--- src/rtl/ti_share_recombiner.sv ---
// Purpose : XOR-recombines serially arriving threshold-implementation S-box
//           shares (one share per beat, NUM_SHARES beats per group) into the
//           unmasked word, with share-count framing checks.
// Latency : m_valid rises one cycle after the accepted final beat of a group.
// Backpr. : s_ready is 1 while collecting; while a word is held it follows
//           m_ready, so the next group can start in the cycle the word drains.
//
// Ports:
//   clk, rst_n           clock (rising edge), synchronous active-low reset
//   s_valid/s_ready      share beat handshake; s_data share, s_last group end
//   m_valid/m_ready      recombined word handshake; m_data unmasked word
//   err_pulse            one-cycle pulse after a framing error
//   err_count            saturating (255) framing error count
//   grp_count            wrapping count of delivered words
module ti_share_recombiner #(
  parameter int W          = 8,
  parameter int NUM_SHARES = 3,
  parameter int CNT_W      = 16
) (
  input  logic             clk,
  input  logic             rst_n,
  input  logic             s_valid,
  output logic             s_ready,
  input  logic [W-1:0]     s_data,
  input  logic             s_last,
  output logic             m_valid,
  input  logic             m_ready,
  output logic [W-1:0]     m_data,
  output logic             err_pulse,
  output logic [7:0]       err_count,
  output logic [CNT_W-1:0] grp_count
);

  // Index register is sized for the full legal share range (up to 15).
  localparam logic [3:0] LAST_IDX = 4'(NUM_SHARES - 1);

  typedef enum logic [0:0] {
    ACC  = 1'b0,
    HOLD = 1'b1
  } state_t;

  state_t           state_q, state_d;
  logic [3:0]       idx_q, idx_d;
  logic [W-1:0]     acc_q, acc_d;
  logic             m_valid_q, m_valid_d;
  logic [W-1:0]     m_data_q, m_data_d;
  logic             err_pulse_q, err_pulse_d;
  logic [7:0]       err_count_q, err_count_d;
  logic [CNT_W-1:0] grp_count_q, grp_count_d;

  logic s_acc;
  logic frame_err;

  always_comb begin
    s_ready = (state_q == ACC) ? 1'b1 : m_ready;
  end

  assign s_acc = s_valid & s_ready;

  always_comb begin
    state_d     = state_q;
    idx_d       = idx_q;
    acc_d       = acc_q;
    m_valid_d   = m_valid_q;
    m_data_d    = m_data_q;
    err_pulse_d = 1'b0;
    err_count_d = err_count_q;
    grp_count_d = grp_count_q;
    frame_err   = 1'b0;

    // Held word drains; any beat accepted this same cycle starts a new
    // group at index 0 (idx_q is always 0 while holding).
    if (state_q == HOLD && m_ready) begin
      m_valid_d   = 1'b0;
      grp_count_d = grp_count_q + 1'b1;
      state_d     = ACC;
    end

    if (s_acc) begin
      acc_d = (idx_q == 4'd0) ? s_data : (acc_q ^ s_data);
      if (idx_q == LAST_IDX) begin
        idx_d = 4'd0;
        if (s_last) begin
          m_data_d  = acc_q ^ s_data;
          m_valid_d = 1'b1;
          state_d   = HOLD;
        end else begin
          frame_err = 1'b1;   // missing last: group dropped
        end
      end else if (s_last) begin
        idx_d     = 4'd0;
        frame_err = 1'b1;     // early last: group dropped
      end else begin
        idx_d = idx_q + 4'd1;
      end
    end

    if (frame_err) begin
      err_pulse_d = 1'b1;
      if (err_count_q != 8'hFF) begin
        err_count_d = err_count_q + 8'd1;
      end
    end
  end

  always_ff @(posedge clk) begin
    if (!rst_n) begin
      state_q     <= ACC;
      idx_q       <= 4'd0;
      acc_q       <= '0;
      m_valid_q   <= 1'b0;
      m_data_q    <= '0;
      err_pulse_q <= 1'b0;
      err_count_q <= 8'd0;
      grp_count_q <= '0;
    end else begin
      state_q     <= state_d;
      idx_q       <= idx_d;
      acc_q       <= acc_d;
      m_valid_q   <= m_valid_d;
      m_data_q    <= m_data_d;
      err_pulse_q <= err_pulse_d;
      err_count_q <= err_count_d;
      grp_count_q <= grp_count_d;
    end
  end

  assign m_valid   = m_valid_q;
  assign m_data    = m_data_q;
  assign err_pulse = err_pulse_q;
  assign err_count = err_count_q;
  assign grp_count = grp_count_q;

endmodule

--- config.mk ---
export PLATFORM = sky130hd
export DESIGN_NAME = ti_share_recombiner
export DESIGN_NICKNAME = d
export VERILOG_FILES = /design/src/rtl/ti_share_recombiner.sv
export SDC_FILE = /design/constraint.sdc
export NUM_CORES = 1
export LEC_CHECK = 0
export CORE_MARGIN = 1
export CORE_UTILIZATION = 55
export DETAILED_ROUTE_END_ITERATION = 12
export DONT_BUFFER_PORTS = 1
export PLACE_DENSITY = 0.7
export SYNTH_ARGS = -nofsm -noshare
export SYNTH_HDL_FRONTEND = slang
export SYNTH_SLANG_ARGS = --single-unit
--- constraint.sdc ---
create_clock -name clk -period 1.9 [get_ports clk]
set_input_delay 0.285 -clock clk [delete_from_list [all_inputs] [get_ports clk]]
set_output_delay 0.285 -clock clk [all_outputs]
set_load 0.1 [all_outputs]
==> impl_metrics.json <==
{
  "outcome": "finished clean",
  "use_met3_pct": 5.82,
  "n_antenna_cell": 0,
  "yosysTopAreaCellShare_pct": 40.7,
  "first_global_vias": 1668,
  "dp_hpwl_um": 3260,
  "synthTopCellsByArea": "dfxtp_1 (41%), nor2_1 (5.4%), nand2_1 (4.2%)",
  "finalInstanceArea_um2": 2690,
  "clockRootBuffer": "clkbuf_8",
  "timing.fmax_ghz": 0.559,
  "synth_nets": 285,
  "hold_class": "in -> reg",
  "routedWlPerCell_um": 13.3,
  "setup_ws_ns": 0.112,
  "yosys.area_share.xor_xnor_pct": 8.65,
  "layout.nets": 316,
  "clk-insertion-delay-late_ns": 0.30,
  "dp_slack_ns": 0.106,
  "r2r_setup_slack_ns": 0.11,
  "synth_area_um2": 2310,
  "dieArea_um2": 4470,
  "hold_path_end": "err_count[6]",
  "gr-usage-met1_pct": 26.3,
  "coreArea_um2": 4030,
  "gp_congestion": 0.785,
  "cap_violations": 0,
  "ctsHoldBuffers": 0,
  "syn_area_per_cell_um2": 8.66,
  "clockBufferDepth": 2,
  "use_met2_pct": 35.9,
  "tightestPinTransition_ns": 0.945,
  "grt_max_degree": 35,
  "crit_type": "reg -> reg",
  "synth.ff_latch_count": 47,
  "setup_viol": 0,
  "timing.rr.start": "idx_q[0]",
  "r2r_end": "err_count[6]",
  "grt_busiest_layer": "met2",
  "dpl-instance-area_um2": 2610,
  "cts_sinks": 47,
  "p_leak_nw": 1.03,
  "clk_pin_slew_ns": 0.08,
  "reg2reg_depth": 6,
  "grt-ovfl-total": 0,
  "fin_crit_sh_pct": 94.1,
  "vias_per_cell": 5.50,
  "antenna_found_initial": 0,
  "final_common_cell": "buf_4",
  "grt.total_usage_pct": 21.6,
  "yosys.area_share.simple_pct": 27.5,
  "ant_nets": 0,
  "ys.flop_type": "dfxtp_1",
  "critPathArrivalTime_ns": 1.98,
  "synth_edf_count": 0,
  "finalSetupTns_ns": 0,
  "synth_area_leader_cell": "dfxtp_1",
  "synthArstFlopShare_pct": 0,
  "final.min_clock_period_ns": 1.79,
  "cts-buffers-inserted": 5,
  "cts_tree": "done",
  "syn2layout_area_growth_pct": 16.4,
  "htree_num_levels": 2,
  "rsz0062_at_grt": "false",
  "crit_fanout": 9,
  "start_kind": "flip-flop",
  "synth-adder-area-share_pct": 2.70,
  "synth_compound_area_share_pct": 13.7,
  "die_x_um": 66.9,
  "total_power_mw": 1.82,
  "peakVddDrop_mv": 0.366,
  "dr.pass1.iters": 6,
  "end_kind": "flip-flop",
  "synth-seq-area-share_pct": 40.7,
  "synth_top_family_by_area": "simple AND/OR/NAND/NOR gates",
  "io_buffers": 0,
  "post-route-drc-count": 0,
  "layout-drive-gt1-share_pct": 26.1,
  "postSynthCellCount": 267,
  "drv_slew": 0,
  "cts_resized": 0,
  "synth.distinct_cells": 38,
  "wirelength_um": 4640,
  "p_per_area_nw_per_um2": 677,
  "hold_depth": 1,
  "clock_skew_ns": 0.00712,
  "synth.mux.area_fraction_pct": 3.03,
  "via_count": 1918,
  "post-cts-setup-buffers": 0,
  "ioPinCount": 48,
  "yosysWarnings": 0,
  "final-hold-violation-count": 0,
  "hp-start": "rst_n",
  "layout_common_cells": "buf_4 (37), nor2_1 (33), dfxtp_1 (27)",
  "initial_core_util_pct": 57.4,
  "die_h_um": 66.9,
  "grt_pass1_wl_um": 7380,
  "slew_headroom_pct": 36.6,
  "required_ns": 2.09,
  "drt_iter0_drc": 94,
  "num_rows": 23
}
-- layout make-up --
class                           count  area [um^2]
Fill cell                         350         1340
Multi-Input combinational cell    203         1290
Sequential cell                    47          966
Timing Repair Buffer               37          278
Clock buffer                        7         76.3
Tap cell                           50         62.6
Inverter                            4         15.0
Clock inverter                      1         5.00
-- synth_stat cells, types with 4 or more instances --
master / count
a21bo_2: 8
dfxtp_1: 47
nand2b_1: 7
and4_1: 4
clkbuf_1: 5
nand4_1: 5
buf_2: 5
xnor2_1: 10
nand3_1: 13
o21ai_0: 12
a211oi_1: 8
or4_1: 4
nor3_1: 4
mux2i_1: 7
xor2_1: 11
a21oi_1: 17
nor2_1: 33
ha_1: 5
nand2_1: 26
nand3b_1: 8
-- worst max path at each step --
stage	slack, ns	cells after the start	endpoint	from
detailed placement	0.11	6	err_count[6]	idx_q[0]
floorplan	0.02	6	grp_count[14]	grp_count[0]
global placement	0.21	6	err_count[6]	idx_q[0]
finish	0.11	6	err_count[6]	idx_q[0]
global route	0.006	6	m_data[0]	idx_q[0]
CTS	0.09	6	err_count[6]	idx_q[0]
-- per-layer routing --
layer  vias to the layer above  wire length [um]  part of all wire, %
met4                         0                65                  1.4
met1                       875              2160                   47
met2                        43              2130                   46
li1                        993                 -                    -
met5                         -                 0                    0
met3                         7               284                  6.1
-- power by group --
group          internal (mW)  switching, mW  leakage [nW]
Sequential              1.01         0.0205         0.391
Clock                  0.259          0.325        0.0422
Combinational         0.0815          0.130         0.595
-- registers in the layout (all words and copies together) (netlist names) --
name	flops
m_valid	1
state_q	1
acc_q	8
idx_q	4
err_count	8
grp_count	16
err_pulse	1
m_data	8
-- worst max-delay path, stage by stage, from the launching register on --
cell and delay [ns]:
dfxtp_1 0.33, inv_1 0.12, ha_1 0.17, nor3b_4 0.25, xnor2_2 0.17, or4_1 0.52, o211a_1 0.13
-- cell families after synthesis --
kind of cell	after synthesis
compound gates	49
fa+ha+maj	5
xor+xnor	22
simple gates	120
mux	7
flops	47
buf+inv	17
-- per-stage QoR --
step | cells | hold WS (ns) | utilization [%]
3_3_place_gp | 341 | 0.410 | 64.8
4_1_cts | 349 | 0.101 | 66.8
2_1_floorplan | 267 | 0.433 | -
6_report | 349 | 0.106 | 66.8
3_5_place_dp | 341 | 0.413 | 64.8
5_1_grt | 349 | 0.0969 | 66.8
Power figures use the tool's default switching activity.
